`src/rtl/my_def.sv`:
```
// Shared sizing constants for the register-file datapath.
package my_def;
    localparam int DATA_W    = 16;
    localparam int REG_DEPTH = 16;
    localparam int ADR_W     = $clog2(REG_DEPTH);
endpackage

```
`src/rtl/my_struct.sv`:
```
// Shared pipeline interface structs between decode, register file and ALU.
package my_struct;
    import my_def::*;

    typedef struct packed {
        logic [DATA_W-1:0] data;
        logic              ena;
        logic [ADR_W-1:0]  adr;
    } signal_alu_wr_reg;

    typedef struct packed {
        logic bolshe;
        logic menshe;
        logic ravno;
        logic ena;
        logic rav_adr;
        logic ena_ra;
    } signal_flag_wr_alu;

    typedef struct packed {
        logic bolshe;
        logic menshe;
        logic ravno;
        logic rav_adr;
    } signal_flag_alu;

    typedef struct packed {
        logic [DATA_W-1:0] a;
        logic [DATA_W-1:0] b;
    } signal_data;
endpackage

```
`src/rtl/reg_file_16x16.sv`:
```
// Architectural register storage: one synchronous write port, two combinational read ports.
module reg_file_16x16
    import my_def::*;
(
    input  logic              clk_i,
    input  logic              rst_i,
    input  logic              we,
    input  logic [ADR_W-1:0]  wr_adr,
    input  logic [DATA_W-1:0] wr_data,
    input  logic [ADR_W-1:0]  rd_adr_a,
    input  logic [ADR_W-1:0]  rd_adr_b,
    output logic [DATA_W-1:0] rd_data_a,
    output logic [DATA_W-1:0] rd_data_b
);
    logic [DATA_W-1:0] mem [REG_DEPTH];

    always_ff @(posedge clk_i) begin
        if (rst_i) begin
            for (int i = 0; i < REG_DEPTH; i++) begin
                mem[i] <= '0;
            end
        end else if (we) begin
            mem[wr_adr] <= wr_data;
        end
    end

    assign rd_data_a = mem[rd_adr_a];
    assign rd_data_b = mem[rd_adr_b];
endmodule

```
`src/rtl/reg_wb.sv`:
```
// Register file with one-entry writeback buffer, operand forwarding, ALU flags and commit counter.
module reg_wb
    import my_def::*;
    import my_struct::*;
(
    input  logic              clk_i,
    input  logic              rst_i,
    input  signal_alu_wr_reg  alu_wr_reg_i,
    input  signal_flag_wr_alu flag_wr_i,
    input  logic              rd_en_i,
    input  logic [ADR_W-1:0]  rd_adr_a_i,
    input  logic [ADR_W-1:0]  rd_adr_b_i,
    output signal_data        data_o,
    output signal_flag_alu    flag_o,
    output logic [15:0]       wr_cnt_o
);
    typedef struct packed {
        logic              vld;
        logic [ADR_W-1:0]  adr;
        logic [DATA_W-1:0] data;
    } wb_t;

    wb_t               wb_q;
    logic [DATA_W-1:0] rf_a;
    logic [DATA_W-1:0] rf_b;

    // Newest value wins: the write arriving this cycle, then the buffered one, then storage.
    function automatic logic [DATA_W-1:0] fwd(
        input logic [ADR_W-1:0]  adr,
        input signal_alu_wr_reg  wr,
        input wb_t               wb,
        input logic [DATA_W-1:0] rf_val
    );
        if (wr.ena && wr.adr == adr)      return wr.data;
        else if (wb.vld && wb.adr == adr) return wb.data;
        else                              return rf_val;
    endfunction

    reg_file_16x16 u_rf (
        .clk_i     (clk_i),
        .rst_i     (rst_i),
        .we        (wb_q.vld),
        .wr_adr    (wb_q.adr),
        .wr_data   (wb_q.data),
        .rd_adr_a  (rd_adr_a_i),
        .rd_adr_b  (rd_adr_b_i),
        .rd_data_a (rf_a),
        .rd_data_b (rf_b)
    );

    always_ff @(posedge clk_i) begin
        if (rst_i) begin
            wb_q.vld <= 1'b0;
            data_o   <= '0;
            flag_o   <= '0;
            wr_cnt_o <= '0;
        end else begin
            wb_q.vld <= alu_wr_reg_i.ena;
            if (alu_wr_reg_i.ena) begin
                wb_q.adr  <= alu_wr_reg_i.adr;
                wb_q.data <= alu_wr_reg_i.data;
            end
            if (wb_q.vld) begin
                wr_cnt_o <= wr_cnt_o + 16'd1;
            end
            if (rd_en_i) begin
                data_o.a <= fwd(rd_adr_a_i, alu_wr_reg_i, wb_q, rf_a);
                data_o.b <= fwd(rd_adr_b_i, alu_wr_reg_i, wb_q, rf_b);
            end
            // Comparison flags and the address flag have independent enables.
            if (flag_wr_i.ena) begin
                flag_o.bolshe <= flag_wr_i.bolshe;
                flag_o.menshe <= flag_wr_i.menshe;
                flag_o.ravno  <= flag_wr_i.ravno;
            end
            if (flag_wr_i.ena_ra) begin
                flag_o.rav_adr <= flag_wr_i.rav_adr;
            end
        end
    end
endmodule

```
`config.mk`:
```
export PLATFORM = sky130hd
export DESIGN_NAME = reg_wb
export DESIGN_NICKNAME = d
export VERILOG_FILES = /design/src/rtl/my_def.sv /design/src/rtl/my_struct.sv /design/src/rtl/reg_file_16x16.sv /design/src/rtl/reg_wb.sv
export SDC_FILE = /design/constraint.sdc
export NUM_CORES = 1
export LEC_CHECK = 0
export BUFFER_PORTS_ARGS = -buffer_cell sky130_fd_sc_hd__buf_2
export CAP_MARGIN = 20
export CELL_PAD_IN_SITES_DETAIL_PLACEMENT = 1
export CELL_PAD_IN_SITES_GLOBAL_PLACEMENT = 2
export CORE_MARGIN = 2
export CORE_UTILIZATION = 35
export DETAILED_ROUTE_END_ITERATION = 8
export GPL_TIMING_DRIVEN = 1
export PLACE_DENSITY_LB_ADDON = 0.1
export SLEW_MARGIN = 20
export SYNTH_ARGS = -nofsm -noshare
export SYNTH_HDL_FRONTEND = slang
export SYNTH_SLANG_ARGS = --single-unit
```
`constraint.sdc`:
```
create_clock -name clk_i -period 2.1 [get_ports clk_i]
set_input_delay 0.21 -clock clk_i [delete_from_list [all_inputs] [get_ports clk_i]]
set_output_delay 0.21 -clock clk_i [all_outputs]
set_load 0.02 [all_outputs]
```
# Word-level counts from Yosys, hierarchy flattened
# Memory sizes are Yosys's and may differ from the RTL's.
# Cells that the tools add are included.
# word_totals
in_bits	38
n_memories	1
wordCells	35
ramBits	256
regBits	73
# mem_list
memory	depth	word_bits	read_ports	rd_clocked_by_memory_dff	wr	line	rtl
u_rf.mem	16	16	2	0	16	reg_file_16x16.sv:15	logic [DATA_W-1:0] mem [REG_DEPTH];
# op_classes
eq_ne	4
bitwise	1
addsub	1
mux	12
reduce_logical	6
# ops
operator	count
$mux 16	5
$add 16x1->16 const B	1
$eq 4x4->1	4
$reduce_or 16->1	1
$mux 1	6
$logic_and 1x1->1	4
$mux 4	1
$reduce_and 2->1	1
$not 1->1	1

# Longest topological paths before layout
# Gate-level depths: netlist (run 1).
# logic_depth
word_depth	5
ltp_mapped	9
mapped_depth_nobuf	5

# Cells and area by module
# A second synthesis (run 1) with hierarchy kept.
# unflattened
hier_cells	1190
area_unflattened_um2	16714.8
# by_module_without_submodules
module	area_per_inst_um2	n_inst	cells_each
reg_file_16x16	13414.1	1	859
reg_wb	3300.7	1	331

# Worst setup path before layout (run 1)
# No wires, ideal clock.
# synth_path
kind	input to register
start	input rst_i
end	register wb_q[0] (netlist name) (enable)
n_path_buf	2
path_slack_ns	0.201
stages	3
setup_time_ns	0.399
t_arrival_ns	1.500
cell_sequence	clkbuf_1 clkbuf_1 nor2b_1
# synth_between
elab_chain_len	2
# synth_rtl
element	line	rtl
start, declared	reg_wb.sv:7	input logic rst_i,
$not 1->1 (no line)	--	
$reduce_and 2->1 (no line)	--	
end, declared	reg_wb.sv:23	wb_t wb_q;
# No other way between the ends.
# A chain may end at the register's enable or synchronous reset.

==> results.py, run 1 <==
metrics = {
    "floorplanning": {
        "start_util": 0.355,
        "ios": 90,
        "die-area_um2": 50200,
        "die_x_um": 224,
        "die_h_um": 224,
        "core_area_um2": 47700,
        "rows": 80,
    },
    "status": {
        "status": "finished clean",
    },
    "cts": {
        "cts_buffers": 40,
        "cts_tree": "built",
        "cts_buffer_depth": 3,
        "clk_pin_slew_ns": 0.06,
        "clockRootBuffer": "clkbuf_16",
        "htree_levels": 2,
        "clkLatencyLatePin_ns": 0.57,
        "cts.sink_count": 329,
    },
    "final_layout": {
        "n_antenna_cell": 0,
        "fill_cells": 4801,
        "layout-drive-gt1-share": 0.350,
        "final_area_um2": 20700,
        "syn_to_final_growth_pct": 22.4,
        "finalNonFillerCells": 1993,
        "nets": 1385,
    },
    "worst_setup_path": {
        "worstSetupPathType": "register to register",
        "worstReg2RegStart": "wb_q[17]",
        "crit_fanout": 10,
        "ff2ff_setup_slack_ns": 0.11,
        "r2r_cells": 7,
        "regToRegEndpoint": "u_rf.mem[9][1]",
        "cp.required_ns": 2.37,
        "crit_path_start_kind": "register",
        "cp.arrival_ns": 2.26,
        "end_kind": "register",
    },
    "timing": {
        "min_period_ns": 1.99,
        "hold_ws_ns": 0.188,
        "rsz0062_at_grt": "no",
        "hold_viol_final": 0,
        "slew_viol_final": 0,
        "max_freq_mhz": 503,
        "finalCritPeriodShare": 0.946,
        "relSlewSlack": 0.512,
        "setup-tns-final_ns": 0,
        "setup_violations": 0,
        "skew_ns": 0.0273,
        "worstMarginPinSlew_ns": 0.728,
    },
    "detailed_routing": {
        "drc": 0,
        "ant_nets": 0,
        "drtPass1Iterations": 7,
        "vias_per_cell": 5.90,
        "wl_mm": 57.1,
        "drt_iter0_drc": 948,
        "wl_per_cell_um": 28.6,
        "vias": 11800,
    },
    "grt": {
        "grt-ovfl-total": 0,
        "antenna_found_initial": 0,
        "use_met3": 0.0299,
        "grt_usage": 0.232,
        "grtUsageMet1": 0.320,
        "top_usage_layer": "met2",
        "use_met2": 0.383,
        "grt_pass1_wl_mm": 85.5,
        "grt_max_degree": 65,
        "grt_pass1_vias": 12500,
    },
    "yosys": {
        "netlist_instances": 1194,
        "syn_nets": 1233,
        "yosysMostFrequentCell": "edfxtp_1",
        "synthFlopType": "edfxtp_1",
        "synth_seq_cells": 329,
        "synth_async_sr_flop_share": 0,
        "synthTopCellsByCount": "276 x edfxtp_1, 203 x nor3_1, 154 x mux4_2",
        "synth.distinct_cells": 44,
        "synth_area_um2": 16900,
        "ys_seq_area_frac": 0.552,
        "yosysTopAreaCell": "edfxtp_1",
        "avgSynthCellArea_um2": 14.2,
        "synth.top_cell.area_share": 0.489,
        "yosys_warnings": 0,
        "synth_area_leaders": "edfxtp_1 49%, mux4_2 20%, dfxtp_1 6.3%, nor3_1 6.0%, nor4_1 2.3%",
        "synth_edf_count": 276,
    },
    "placement": {
        "postPlaceCellArea_um2": 19100,
        "io_buffers": 89,
        "dp_cells": 1887,
        "gp_congestion": 0.792,
        "dpl.hpwl_mm": 38.6,
    },
    "min_path": {
        "worstHoldEndpoint": "wb_q[20]",
        "min_path_cells": 3,
        "min-delay-start": "rst_i",
        "worstHoldPathType": "input pin to register",
    },
    "power": {
        "leakagePower_nw": 7.20,
        "power_mw": 16.7,
        "vdd_drop_max_uv": 491,
        "power_density_nw_per_um2": 805,
    },
    "flow_run": {
        "drv_cap": 0,
    },
}
per-layer routing:
metal / part of all wire / vias up / wire length [um]
li1: - / 5125 / -
met1: 0.44 / 6235 / 25400
met2: 0.48 / 311 / 27600
met3: 0.045 / 85 / 2580
met4: 0.026 / 0 / 1480
met5: 0 / - / 0
kinds of logic (layout without fill, tap and decap cells):
| group | Yosys count | in the layout | synth area share |
|---|---|---|---|
| simple gates | 433 | 433 | 0.135 |
| mux | 167 | 167 | 0.217 |
| xor+xnor | 28 | 28 | 0.0145 |
| fa+ha+maj | 1 | 1 | 0.000739 |
| compound gates | 73 | 73 | 0.0372 |
| flops | 329 | 329 | 0.552 |
| buf+inv | 163 | 347 | 0.0429 |
critical path, stage by stage, from the launching register on:
cell,delay [ns]
edfxtp_1,0.45
buf_4,0.17
buf_4,0.13
nor2_1,0.14
nand2_2,0.21
nor2_1,0.20
or2_2,0.22
buf_12,0.18
layout make-up:
cell class                      instances  area, um2  share of cell area
Timing Repair Buffer                  255       2320               0.112
Tap cell                              615        769              0.0371
Clock inverter                         23        249              0.0120
Clock buffer                           51       1080              0.0523
Inverter                               18       67.6             0.00326
Multi-Input combinational cell        702       6890               0.332
Sequential cell                       329       9350               0.451
flip-flops by register name, indices dropped and copies added (netlist names):
register / cells
u_rf.mem: 256
data_o: 32
wb_q: 21
wr_cnt_o: 16
flag_o: 4
repair_timing:
item	4_1_cts	5_1_grt
gates resized for setup	1	3
setup endpoints to repair	4	19
pin swaps	0	0
hold buffers	29	0
setup buffers	0	3
endpoints found under the hold margin	42	0
where the power goes:
group	internal, mW	switching (mW)	leakage [nW]	total, mW
Combinational	0.902	1.23	3.18	2.13
Sequential	7.30	0.137	3.37	7.43
Clock	4.28	2.85	0.651	7.12
Total	12.5	4.21	7.20	16.7
cells in the final DEF, fill, tap and decap left out, drive strengths merged, types with 17 or more instances in the layout:
cell / count
buf: 226
clkbuf: 51
clkinv: 31
dfxtp: 53
dlygate4sd3: 29
edfxtp: 276
mux4: 159
nand2: 29
nand2b: 18
nand3: 38
nor2: 32
nor3: 205
nor4: 61
o21bai: 17
or2: 17
stage by stage:
| stage | util | setup WS (ns) |
|---|---|---|
| final | 0.434 | 0.114 |
| after global routing | 0.434 | 0.0277 |
| after CTS | 0.433 | 0.0870 |
| after detailed placement | 0.399 | -0.169 |
| after global placement | 0.399 | -0.286 |
| after floorplan | - | 0.201 |
worst max-delay path by stage:
stage	depth (start not counted)	from	end	slack [ns]
final	7	wb_q[17]	u_rf.mem[9][1]	0.11
after floorplan	3	rst_i	wb_q[0]	0.20
after detailed placement	7	rd_adr_b_i[0]	data_o[1]	-0.17
after global routing	7	wb_q[17]	u_rf.mem[9][2]	0.03
after CTS	7	wb_q[18]	data_o[7]	0.09
after global placement	6	rd_adr_a_i[0]	data_o[31]	-0.29
Note: power is estimated with default switching activity, not from simulation.
==> run 2: changes to the inputs <==
--- a/config.mk
+++ b/config.mk
@@ -8,7 +8,7 @@
 export BUFFER_PORTS_ARGS = -buffer_cell sky130_fd_sc_hd__buf_2
 export CAP_MARGIN = 20
 export CELL_PAD_IN_SITES_DETAIL_PLACEMENT = 1
-export CELL_PAD_IN_SITES_GLOBAL_PLACEMENT = 2
+export CELL_PAD_IN_SITES_GLOBAL_PLACEMENT = 1
 export CORE_MARGIN = 2
 export CORE_UTILIZATION = 35
 export DETAILED_ROUTE_END_ITERATION = 8
==> run 2 against run 1 <==
Net effect:
- die area is the same
- via count shrank 0.50%
- sequential power is essentially flat
- count of clock-buffer cells in the layout grew 6
- fmax is essentially flat
- worst setup slack lost 0.0011 ns
- combinational power is essentially flat
- wire length grew 0.43%
- global-route usage is essentially flat
- clock skew shrank 0.0055 ns
- worst hold slack gained 0.15 ns
- critical endpoint is now u_rf.mem[7][6]
- largest cell class unchanged
- largest power group unchanged
==> results.py, run 2 (synthesized netlist as in run 1, its figures left out) <==
metrics = {
    "status": {
        "status": "finished clean",
    },
    "timing": {
        "setup_violations": 0,
        "max_freq_mhz": 503,
        "hold_viol_final": 0,
        "setup-tns-final_ns": 0,
        "worstMarginPinSlew_ns": 0.851,
        "slew_viol_final": 0,
        "finalCritPeriodShare": 0.946,
        "rsz0062_at_grt": "no",
        "min_period_ns": 1.99,
        "skew_ns": 0.0218,
        "relSlewSlack": 0.433,
    },
    "cts": {
        "clockRootBuffer": "clkbuf_16",
        "cts_buffer_depth": 3,
        "clk_pin_slew_ns": 0.06,
        "cts_tree": "built",
        "htree_levels": 2,
        "cts_buffers": 38,
        "cts.sink_count": 329,
        "clkLatencyLatePin_ns": 0.57,
    },
    "placement": {
        "dpl.hpwl_mm": 37.9,
        "io_buffers": 89,
        "postPlaceCellArea_um2": 18900,
        "dp_cells": 1872,
        "gp_congestion": 0.795,
    },
    "worst_setup_path": {
        "worstPathCellList": "buf_4 -> buf_4 -> nand2b_2 -> nor2_1 -> or2_2 -> buf_12",
        "crit_fanout": 13,
        "end_kind": "register",
        "worstSetupPathType": "register to register",
        "crit_path_start_kind": "register",
        "cp.required_ns": 2.36,
        "cp.arrival_ns": 2.24,
        "slowest_stage": "edfxtp_1",
        "critPathMaxStageDelay_ns": 0.41,
        "cpMostUsedCell": "buf_4",
        "r2r_cells": 6,
    },
    "detailed_routing": {
        "met2WireLength_mm": 27.7,
        "vias": 11700,
        "wl_mm": 57.3,
        "ant_nets": 0,
        "drc": 0,
        "top_layer": "met4",
        "drt_iter0_drc": 934,
        "wl_met3_mm": 3.54,
        "drtPass1Iterations": 5,
        "wl_per_cell_um": 29.1,
        "drt-met1-wl_mm": 24.8,
        "vias_per_cell": 5.94,
    },
    "flow_run": {
        "drv_cap": 0,
    },
    "grt": {
        "grt_usage": 0.232,
        "grt_pass1_wl_mm": 84.9,
        "antenna_found_initial": 0,
        "grt_pass1_vias": 12300,
        "grt-ovfl-total": 0,
        "grt_max_degree": 71,
    },
    "final_layout": {
        "n_antenna_cell": 0,
        "reg_top3": "u_rf.mem (256), data_o (32), wb_q (21)",
        "largest-register": "u_rf.mem",
        "mostFrequentLayoutCells": "276 x edfxtp_1, 203 x nor3_1, 154 x mux4_2",
        "fill_cells": 4792,
        "nets": 1367,
        "multi_input_area_um2": 6880,
        "syn_to_final_growth_pct": 20.0,
        "final_common_cell": "edfxtp_1",
        "final_area_um2": 20300,
        "finalNonFillerCells": 1970,
        "layout-drive-gt1-share": 0.335,
        "largest_reg_flops": 256,
        "regArea_um2": 9350,
    },
    "floorplanning": {
        "die-area_um2": 50200,
        "die_x_um": 224,
        "start_util": 0.355,
        "ios": 90,
        "rows": 80,
        "die_h_um": 224,
        "core_area_um2": 47700,
    },
    "min_path": {
        "worstHoldPathType": "input pin to register",
        "min_path_cells": 3,
    },
    "power": {
        "power_mw": 15.7,
        "leakagePower_nw": 6.99,
        "power_density_nw_per_um2": 774,
        "vdd_drop_max_uv": 603,
    },
}
## run 2: cell count changes in the layout (fill, tap and decap cells not counted), sizes merged
| cell | delta |
|---|---|
| buf | -16 |
| clkinv | -8 |
| inv | +2 |
| clkbuf | +6 |
| bufinv | -5 |
| clkinvlp | -2 |
## run 2: area by class of cell
type / count / share of cell area
clock buffers: 57 / 0.0515
clock inverters: 10 / 0.00326
inverters: 18 / 0.00332
multi-input cells: 702 / 0.339
flip-flops and latches: 329 / 0.460
well taps: 615 / 0.0379
repair buffers: 239 / 0.105
## run 2: worst max-delay path: cells and delay by family (launching register included)
family        cells  cell delay [ns]
buf+inv           3             0.60
flops             1             0.41
simple gates      3             0.65
## run 2: repair_timing
item	in CTS	in global routing
buffers inserted	2	0
gates resized for setup	0	1
hold buffers	29	0
pin swaps	1	0
endpoints found under the setup margin	53	39
hold endpoints to repair	42	0
## run 2: final timing paths
| check | end | start | slack (ns) |
|---|---|---|---|
| max | u_rf.mem[7][6] | wb_q[19] | 0.11 |
| min | data_o[9] | rd_en_i | 0.34 |
| max reg2reg | u_rf.mem[7][6] | wb_q[19] | 0.11 |
| min reg2reg | wr_cnt_o[7] | wr_cnt_o[7] | 0.50 |
## run 2: per-stage QoR
stage | hold WS, ns | setup WS (ns) | utilization
2_1_floorplan | 0.309 | 0.201 | -
3_3_place_gp | 0.420 | -0.346 | 0.396
3_5_place_dp | 0.422 | -0.196 | 0.396
4_1_cts | 0.314 | 0.00267 | 0.426
5_1_grt | 0.377 | 0.0215 | 0.426
6_report | 0.336 | 0.113 | 0.426
## run 2: routing by layer
layer  GRT usage  up-vias
li1            -     5075
met1       0.315     6187
met2       0.384      367
met3      0.0413       68
met4      0.0613        0
met5           0        -
## run 2: report_power, final
group          total, mW  internal (mW)  switching [mW]
Combinational       2.11          0.879            1.23
Sequential          7.43           7.30           0.135
Clock               6.18           3.45            2.73
==> run 3: changes to the inputs <==
--- a/config.mk
+++ b/config.mk
@@ -13,7 +13,7 @@
 export CORE_UTILIZATION = 35
 export DETAILED_ROUTE_END_ITERATION = 8
 export GPL_TIMING_DRIVEN = 1
-export PLACE_DENSITY_LB_ADDON = 0.1
+export PLACE_DENSITY = 0.6
 export SLEW_MARGIN = 20
 export SYNTH_ARGS = -nofsm -noshare
 export SYNTH_HDL_FRONTEND = slang
==> run 3 against run 2 <==
Net effect:
- worst setup slack worse by 0.039 ns
- critical path type unchanged
- sequential share of layout area is 0.27 points lower
- highest routed layer unchanged
- critical endpoint is now data_o[13]
- final cell count barely moved
==> results.py, run 3 (synthesized netlist as in run 1, its figures left out) <==
metrics = {
    "detailed_routing": {
        "vias": 11700,
        "vias_per_cell": 5.94,
        "drtPass1Iterations": 8,
        "ant_nets": 0,
        "drc": 0,
        "wl_per_cell_um": 27.6,
        "drt_iter0_drc": 1250,
        "wl_mm": 54.4,
    },
    "placement": {
        "postPlaceCellArea_um2": 18900,
        "preCtsSetupSlack_ns": -0.173,
        "io_buffers": 89,
        "dpl.hpwl_mm": 35.7,
        "gp_congestion": 0.788,
    },
    "cts": {
        "cts_buffers": 38,
        "clockRootBuffer": "clkbuf_16",
        "htree_levels": 2,
        "clk_pin_slew_ns": 0.06,
        "cts_tree": "built",
        "clkLatencyLatePin_ns": 0.54,
        "cts_buffer_depth": 3,
        "cts.sink_count": 329,
    },
    "worst_setup_path": {
        "r2r_cells": 6,
        "crit_fanout": 16,
        "worstReg2RegStart": "wb_q[18]",
        "cp.arrival_ns": 2.46,
        "cp.required_ns": 2.54,
        "worstSetupPathType": "register to register",
        "ff2ff_setup_slack_ns": 0.07,
        "path_buf_inv": 1,
        "worstPathCellList": "xor2_1 -> nor3_1 -> and3_1 -> buf_12 -> nand3_1 -> a41oi_1",
        "regToRegEndpoint": "data_o[13]",
        "critPathMaxStageDelay_ns": 0.62,
        "end_kind": "register",
        "crit_path_start_kind": "register",
        "slowest_stage": "edfxtp_1",
        "path_delay_family": "simple AND/OR/NAND/NOR gates",
    },
    "final_layout": {
        "n_antenna_cell": 0,
        "largest-register": "u_rf.mem",
        "reg_top3": "u_rf.mem (256), data_o (32), wb_q (21)",
        "largest_reg_flops": 256,
        "final_util": 0.428,
        "nets": 1366,
        "final_area_um2": 20400,
        "syn_to_final_growth_pct": 20.7,
        "layout-drive-gt1-share": 0.337,
        "mostFrequentLayoutCells": "276 x edfxtp_1, 202 x nor3_1, 154 x mux4_2",
        "final_common_cell": "edfxtp_1",
    },
    "floorplanning": {
        "core_area_um2": 47700,
        "die-area_um2": 50200,
        "rows": 80,
        "start_util": 0.355,
        "die_x_um": 224,
        "ios": 90,
        "die_h_um": 224,
    },
    "timing": {
        "min_period_ns": 2.03,
        "skew_ns": 0.0246,
        "relSlewSlack": 0.555,
        "worstMarginPinSlew_ns": 0.668,
        "slew_viol_final": 0,
        "max_freq_mhz": 494,
        "setup_slack_ns": 0.0739,
        "setup_violations": 0,
        "rsz0062_at_grt": "no",
        "finalCritPeriodShare": 0.965,
        "hold_viol_final": 0,
    },
    "power": {
        "power_density_nw_per_um2": 782,
        "power_mw": 16.0,
        "vdd_drop_max_uv": 427,
        "leakagePower_nw": 7.05,
    },
    "min_path": {
        "min-delay-start": "rd_en_i",
        "worstHoldPathType": "input pin to register",
        "worstHoldEndpoint": "data_o[9]",
        "min_path_cells": 3,
    },
    "status": {
        "status": "finished clean",
    },
    "grt": {
        "grt_pass1_vias": 12300,
        "grt_max_degree": 54,
        "antenna_found_initial": 0,
        "grt_usage": 0.220,
        "grt_pass1_wl_mm": 81.8,
        "grt-ovfl-total": 0,
    },
    "flow_run": {
        "drv_cap": 0,
    },
}
run 3: changes by cell type in the layout (fill, tap and decap cells not counted), sizes merged:
cell	before	now
buf	210	209
inv	5	4
bufinv	0	2
clkinv	23	27
clkbuf	57	54
run 3: worst max-delay path by stage:
stage                        startpoint              to  slack [ns]  depth (start not counted)
after floorplan                   rst_i         wb_q[0]        0.20                          3
after global placement    rd_adr_a_i[0]      data_o[17]       -0.17                          6
after detailed placement  rd_adr_a_i[0]      data_o[17]       -0.17                          6
after CTS                      wb_q[17]      data_o[25]        0.01                          7
after global routing           wb_q[19]  u_rf.mem[7][9]       0.009                          6
final                          wb_q[18]      data_o[13]        0.07                          6
run 3: layout make-up:
type / count / area [um2]
fill: 4722 / 27300
clock buffer: 54 / 1070
inverter: 18 / 67.6
multi-input combinational: 702 / 6890
sequential: 329 / 9350
clock inverter: 15 / 121
timing repair buffer: 238 / 2170
tap: 615 / 769
run 3: layer usage:
metal,track usage,wire length [um],vias to the layer above
met5,0,0,-
met4,0.0598,1220,0
met3,0.0320,3630,85
met2,0.374,26900,469
met1,0.294,22700,6068
li1,-,-,5083
run 3: worst min-delay path, delay by kind of cell:
family / cells / cell delay (ns)
AOI/OAI and AO/OA: 1 / 0.14
buffers and inverters: 2 / 0.32
run 3: through the flow:
step	setup TNS (ns)	hold WS, ns	cells
after global placement	-1.85	0.423	1873
after detailed placement	-2.36	0.418	1873
after floorplan	0	0.309	1194
final	0	0.182	1971
after CTS	0	0.156	1971
after global routing	0	0.173	1971
run 3: what timing repair did:
| action | CTS | global route |
|---|---|---|
| hold buffers | 29 | 0 |
| setup buffers | 0 | 0 |
| gates resized for setup | 0 | 3 |
| setup endpoints to repair | 0 | 19 |
| hold endpoints to repair | 38 | 0 |
run 3: power by group:
group	internal (mW)	total [mW]	switching, mW	leakage [nW]
sequential	7.30	7.44	0.143	3.37
combinational	0.871	2.06	1.18	3.09
clock	3.80	6.49	2.69	0.588
total	12.0	16.0	4.02	7.05
